===== src/rtl/tnoc_vc_merge_pkg.sv =====
// rtl/tnoc_vc_merge_pkg.sv - shared types and round-robin pick function for the VC merger
package tnoc_vc_merge_pkg;

    localparam int TNOC_MAX_CHANNELS = 32;
    localparam int TNOC_MAX_VC_WIDTH = 5;

    typedef enum logic [0:0] {
        TNOC_MERGE_IDLE   = 1'b0,
        TNOC_MERGE_LOCKED = 1'b1
    } tnoc_merge_state_e;

    typedef struct packed {
        logic                         found;
        logic [TNOC_MAX_VC_WIDTH-1:0] idx;
    } tnoc_rr_pick_t;

    // First requester after ptr, searching ptr+1, ptr+2, ... with wrap modulo channels.
    function automatic tnoc_rr_pick_t tnoc_rr_select(
        input logic [TNOC_MAX_CHANNELS-1:0] req,
        input int unsigned                  ptr,
        input int unsigned                  channels
    );
        tnoc_rr_pick_t pick;
        int unsigned   cand;
        pick = '0;
        for (int unsigned i = 1; i <= TNOC_MAX_CHANNELS; i++) begin
            if ((i <= channels) && !pick.found) begin
                cand = (ptr + i) % channels;
                if (req[cand[TNOC_MAX_VC_WIDTH-1:0]]) begin
                    pick.found = 1'b1;
                    pick.idx   = TNOC_MAX_VC_WIDTH'(cand);
                end
            end
        end
        return pick;
    endfunction

endpackage


===== src/rtl/tnoc_rr_arbiter.sv =====
// rtl/tnoc_rr_arbiter.sv - round-robin arbiter with grant hold until the grant is consumed
module tnoc_rr_arbiter
    import tnoc_vc_merge_pkg::*;
#(
    parameter int CHANNELS = 2,
    parameter int VC_WIDTH = (CHANNELS > 1) ? $clog2(CHANNELS) : 1
) (
    input  logic                clk,
    input  logic                rst_n,
    input  logic [CHANNELS-1:0] req,
    input  logic                update,
    output logic [CHANNELS-1:0] grant_onehot,
    output logic [VC_WIDTH-1:0] grant_idx,
    output logic                grant_valid
);

    logic [VC_WIDTH-1:0]          rr_ptr_q;
    logic                         hold_q;
    logic [VC_WIDTH-1:0]          hold_idx_q;
    logic                         hold_eff;
    logic [TNOC_MAX_CHANNELS-1:0] req_ext;
    tnoc_rr_pick_t                pick;

    // Grant selection: a presented-but-unaccepted grant stays put while its requester is still asking.
    always_comb begin
        req_ext                 = '0;
        req_ext[CHANNELS-1:0]   = req;
        pick                    = tnoc_rr_select(req_ext, 32'(rr_ptr_q), 32'(CHANNELS));
        hold_eff                = hold_q && req[hold_idx_q];
        grant_valid             = hold_eff || pick.found;
        grant_idx               = hold_eff ? hold_idx_q : VC_WIDTH'(pick.idx);
        grant_onehot            = '0;
        for (int c = 0; c < CHANNELS; c++) begin
            grant_onehot[c] = grant_valid && (grant_idx == VC_WIDTH'(c));
        end
    end

    // Pointer advances only on a consumed grant; otherwise remember what was presented.
    always_ff @(posedge clk) begin
        if (!rst_n) begin
            rr_ptr_q   <= VC_WIDTH'(CHANNELS - 1);
            hold_q     <= 1'b0;
            hold_idx_q <= '0;
        end else if (update) begin
            rr_ptr_q   <= grant_idx;
            hold_q     <= 1'b0;
        end else begin
            hold_q     <= grant_valid;
            hold_idx_q <= grant_idx;
        end
    end

endmodule


===== src/rtl/tnoc_flit_vc_merger.sv =====
// rtl/tnoc_flit_vc_merger.sv - packet-granular round-robin merge of per-VC flit streams onto one link
module tnoc_flit_vc_merger
    import tnoc_vc_merge_pkg::*;
#(
    parameter int CHANNELS   = 2,
    parameter int FLIT_WIDTH = 64,
    parameter int VC_WIDTH   = (CHANNELS > 1) ? $clog2(CHANNELS) : 1
) (
    input  logic                           clk,
    input  logic                           rst_n,
    input  logic [CHANNELS-1:0]            i_valid,
    output logic [CHANNELS-1:0]            o_ready,
    input  logic [CHANNELS-1:0]            i_head,
    input  logic [CHANNELS-1:0]            i_tail,
    input  logic [CHANNELS*FLIT_WIDTH-1:0] i_flit,
    output logic                           o_valid,
    input  logic                           i_ready,
    output logic                           o_head,
    output logic                           o_tail,
    output logic [FLIT_WIDTH-1:0]          o_flit,
    output logic [VC_WIDTH-1:0]            o_vc
);

    tnoc_merge_state_e   state_q;
    tnoc_merge_state_e   state_d;
    logic [VC_WIDTH-1:0] lock_vc_q;

    logic [CHANNELS-1:0] arb_req;
    logic [CHANNELS-1:0] grant_onehot;
    logic [VC_WIDTH-1:0] grant_idx;
    logic                grant_valid;
    logic                arb_update;

    logic [VC_WIDTH-1:0]   sel;
    logic                  sel_valid;
    logic                  sel_head;
    logic                  sel_tail;
    logic [FLIT_WIDTH-1:0] sel_flit;
    logic                  active;
    logic                  xfer;

    // Only head flits compete, and only while no packet owns the link.
    always_comb begin
        arb_req    = (state_q == TNOC_MERGE_IDLE) ? (i_valid & i_head) : '0;
        arb_update = (state_q == TNOC_MERGE_IDLE) && xfer;
    end

    tnoc_rr_arbiter #(
        .CHANNELS (CHANNELS),
        .VC_WIDTH (VC_WIDTH)
    ) u_arb (
        .clk          (clk),
        .rst_n        (rst_n),
        .req          (arb_req),
        .update       (arb_update),
        .grant_onehot (grant_onehot),
        .grant_idx    (grant_idx),
        .grant_valid  (grant_valid)
    );

    // State register plus the owning channel captured on a non-tail head transfer.
    always_ff @(posedge clk) begin
        if (!rst_n) begin
            state_q   <= TNOC_MERGE_IDLE;
            lock_vc_q <= '0;
        end else begin
            state_q <= state_d;
            if ((state_q == TNOC_MERGE_IDLE) && xfer && !sel_tail) begin
                lock_vc_q <= sel;
            end
        end
    end

    // Next state: a multi-flit head locks the link, its tail releases it.
    always_comb begin
        state_d = state_q;
        case (state_q)
            TNOC_MERGE_IDLE:   if (xfer && !sel_tail) state_d = TNOC_MERGE_LOCKED;
            TNOC_MERGE_LOCKED: if (xfer && sel_tail)  state_d = TNOC_MERGE_IDLE;
            default:           state_d = TNOC_MERGE_IDLE;
        endcase
    end

    // Output mux: owner channel when locked, arbiter grant when idle; everything quiet in reset.
    always_comb begin
        sel       = (state_q == TNOC_MERGE_LOCKED) ? lock_vc_q : grant_idx;
        sel_valid = 1'b0;
        sel_head  = 1'b0;
        sel_tail  = 1'b0;
        sel_flit  = '0;
        for (int c = 0; c < CHANNELS; c++) begin
            if (sel == VC_WIDTH'(c)) begin
                sel_valid = i_valid[c];
                sel_head  = i_head[c];
                sel_tail  = i_tail[c];
                sel_flit  = i_flit[c*FLIT_WIDTH +: FLIT_WIDTH];
            end
        end
        active  = rst_n && ((state_q == TNOC_MERGE_LOCKED) ? sel_valid : grant_valid);
        xfer    = active && i_ready;
        o_valid = active;
        o_head  = active && sel_head;
        o_tail  = active && sel_tail;
        o_flit  = active ? sel_flit : '0;
        o_vc    = active ? sel : '0;
        o_ready = '0;
        if (rst_n && i_ready) begin
            if (state_q == TNOC_MERGE_LOCKED) begin
                for (int c = 0; c < CHANNELS; c++) begin
                    o_ready[c] = (lock_vc_q == VC_WIDTH'(c));
                end
            end else begin
                o_ready = grant_onehot;
            end
        end
    end

    // Protocol checks: body flits without an owner, and a new head inside an owned packet.
    idle_body_flit: assert property (@(posedge clk) disable iff (!rst_n)
        (state_q == TNOC_MERGE_IDLE) |-> ((i_valid & ~i_head) == '0));

    locked_head_flit: assert property (@(posedge clk) disable iff (!rst_n)
        ((state_q == TNOC_MERGE_LOCKED) && sel_valid) |-> !sel_head);

endmodule

===== config.mk =====
export PLATFORM = sky130hd
export DESIGN_NAME = tnoc_flit_vc_merger
export DESIGN_NICKNAME = d
export VERILOG_FILES = /design/src/rtl/tnoc_vc_merge_pkg.sv /design/src/rtl/tnoc_rr_arbiter.sv /design/src/rtl/tnoc_flit_vc_merger.sv
export SDC_FILE = /design/constraint.sdc
export NUM_CORES = 1
export LEC_CHECK = 0
export CAP_MARGIN = 20
export CORE_ASPECT_RATIO = 0.8
export CORE_MARGIN = 2
export CORE_UTILIZATION = 24
export DETAILED_ROUTE_END_ITERATION = 8
export PLACE_DENSITY = 0.87
export SYNTH_ARGS = -nofsm -noshare
export SYNTH_HDL_FRONTEND = slang
export SYNTH_HIERARCHICAL = 1
export SYNTH_SLANG_ARGS = --single-unit
export TNS_END_PERCENT = 10

===== constraint.sdc =====
create_clock -name clk -period 2.55 [get_ports clk]
set_input_delay 0.51 -clock clk [delete_from_list [all_inputs] [get_ports clk]]
set_output_delay 0.51 -clock clk [all_outputs]
set_load 0.02 [all_outputs]

==> summary.md <==
| Metric | Value |
|---|---|
| Leak | 1.85 nW |
| # IOs | 207 |
| Placed Area | 3650 µm² |
| Yosys reg bits | 5 |
| GRT Resource Usage Total | 26.5% |
| Drt drc | 0 |
| Post-Syn Nets | 405 |
| Worst path slowest cell | mux2i_4 |
| Clk pin slew, worst setup/hold paths | 40 ps |
| Clk_lat worst skew | 220 ps |
| Max-cap violations | 0 |
| Die width | 89.3 µm |
| Clk pwr share | 12.4% |
| FMAX | 0.398 GHz |
| Worst vdd rail ir drop | 0.000291 V |
| Root Driver | clkbuf_8 |
| Yosys top cell area share | 36.0% |
| Main flop type after synthesis | dfxtp_1 |
| Fin area | 4130 µm² |
| Antenna-violating nets left | 0 |
| PD cells | 281 nW/µm² |
| Routed WL per cell | 16.5 µm |
| Total gr overflow | 0 |
| Final wirelength | 9520 µm |
| Status | complete, no violations |
| Final Max Tran Viols | 0 |
| Final Util | 74.7% |
| Critical-path cell list | buf_6, nand2_4, nor2_2, buf_4, inv_4, a31oi_4, buf_6, mux2i_4, buf_6, buf_8, buf_6, nand2_1, a21oi_2, buf_4 |
| P_int | 0.694 mW |
| Die ar. | 6450 µm² |
| Tmin final | 2520 ps |
| Starting Density | 25.3% |
| Largest net degree at the start of global routing | 31 |
| RSZ-0062 raised after global routing | yes |
| Ys Warns | 6 |
| Setup TNS | 0 ps |
| Min-delay worst type | register to register |
| Final WS setup | 34.8 ps |
| CP max FO | 4 |
| Core box area | 5530 µm² |
| Switching pwr | 0.467 mW |
| DP Worst Slack | -846 ps |
| Worst-margin pin slew | 321 ps |
| Endpoints failing setup | 0 |
| Detailed-route via count | 2783 |
| Clk sinks | 5 |
| Required time of the worst setup path | 2040 ps |
| Synth area leader | nand2_1 |
| Fin nets | 636 |
| Yosys cell types | 27 |
| CP arrival | 2010 ps |
| Final Hold Viols | 0 |
| Clock Path Buffers | 2 |
| CP Class | input port to output port |
| Count of input and output buffers | 206 |
| Flop pwr share | 7.7% |
| Setup Skew | 3.54 ps |
| Most frequent cell after synthesis | nand2_1 |
| Vias in the first global route | 2786 |
| DR vias/cell | 4.83 |
| CTS tree | yes |
| Layout cells sized above 1 | 35.1% |
| EDFF count, synth | 0 |
| Critical path endpoint | o_flit[32] |
| Top post-synthesis cells by count | 134 x nand2_1, 48 x a21oi_1, 20 x a21oi_2, 10 x nor2_1, 9 x buf_2 |
| Fin crit share | 98.6% |
| Hold_buf cts | 0 |
| H-tree levels | 1 |
| GP Congestion | 0.847 |
| CP endpoint kind | output port |
| Combinational power share | 79.9% |
| Die height | 72.2 µm |
| Max_slew headroom | 78.0% |
| Synth Instances | 268 |
| Worst r2r path cells | 9 |
| Synthesized area | 1400 µm² |
| Setup slack, reg-to-reg | 810 ps |
| Avg Synthesized Cell Area | 5.21 µm² |
| Synth top area cells | nand2_1 36%, a21oi_1 17%, a21oi_2 13%, dfxtp_1 7.2%, mux2i_1 3.6% |
| Hold WS | 510 ps |
| CP Launch Type | input port |
| Placed wire-length estimate | 6090 µm |
| Slowest stage delay, CP | 170 ps |
| Number of CTS-inserted buffers | 3 |
| Critical path launch point | i_head[1] |
| Async S/R FF share, synth | 0% |
| Iteration-0 DRC count of the detailed router | 109 |
| Initial antenna violation count | 0 |
| Most common cell on crit path | buf_6 |
| Area Overhead vs Synth | 195% |
| First-pass GRT wire length | 13500 µm |
| Post-synthesis sequential area ratio | 7.17% |
| DR pass1 iterations | 4 |
| # diodes | 0 |
| Placement Rows | 24 |
| Switch share | 40.2% |
-- stage by stage --
stage               total power [mW]  std cells
global route                    1.22        576
floorplan                      0.418        268
CTS                             1.09        572
finish                          1.16        576
global placement               0.850        548
detailed placement             0.858        548
-- what timing repair did --
action / 4_1_cts / 5_1_grt
gates resized for setup: 347 / 66
buffers inserted: 12 / 1
pin swaps: 10 / 19
endpoints found under the hold margin: 0 / 0
cloned: 8 / 3
setup endpoints to repair: 70 / 66
-- worst max-delay path: cells and delay by family --
kind | cells | cell delay [ps]
buffers and inverters | 8 | 980
AOI/OAI and AO/OA | 2 | 180
and+or+nand+nor | 3 | 170
muxes | 1 | 170
-- power groups by stage --
| stage | sequential, mW | combinational [mW] | clock [mW] |
|---|---|---|---|
| after global placement | 0.0880 | 0.762 | 0 |
| after floorplan | 0.0871 | 0.331 | 0 |
| after global routing | 0.0890 | 0.981 | 0.154 |
| after detailed placement | 0.0884 | 0.770 | 0 |
| final | 0.0888 | 0.928 | 0.144 |
| after CTS | 0.0877 | 0.853 | 0.148 |
-- area by class of cell --
type,count,area (µm²)
Sequential cell,5,101
Inverter,5,21.3
Timing Repair Buffer,248,2530
Clock buffer,4,45.0
Fill cell,447,1400
Tap cell,78,97.6
Multi-Input combinational cell,236,1330
-- logic make-up after synthesis --
logic type             count (synthesis)  share of synthesized area, %
AOI/OAI and AO/OA                     77                          35.3
buffers and inverters                 27                          9.68
DFF                                    5                          7.17
muxes                                  6                          4.39
and+or+nand+nor                      153                          43.5
-- worst min path at each step --
stage	from	slack [ps]	to	cells after the start
after floorplan	u_arb/hold_idx_q	470	u_arb/hold_idx_q	2
after global placement	u_arb/hold_idx_q	480	u_arb/hold_idx_q	2
after detailed placement	u_arb/hold_idx_q	490	u_arb/hold_idx_q	2
after CTS	u_arb/hold_idx_q	500	u_arb/hold_idx_q	2
after global routing	u_arb/hold_idx_q	520	u_arb/hold_idx_q	2
final	u_arb/hold_idx_q	510	u_arb/hold_idx_q	2
-- layout by cell type (no fill, tap or decap), types with 2 or more instances in the layout --
cell type        instances
dfxtp_1                  4
clkdlybuf4s50_1        132
clkbuf_16                2
buf_16                   8
mux2i_1                  3
buf_6                   22
a21oi_1                 30
nand2_1                125
or2_4                    2
o21ai_0                  3
buf_2                   22
buf_8                    3
inv_1                    4
a21oi_2                 37
buf_12                   7
nand2b_1                 2
nand2_4                  5
nand2_2                  4
nor2_1                   8
buf_4                   49
clkbuf_8                 3
-- metal layers --
metal	routed length (µm)	GRT usage, %
met1	3700	31.9
met2	4660	46.9
met3	927	4.78
met4	234	9.45
met5	0	0
No activity file was read; power rests on OpenSTA's default activity.
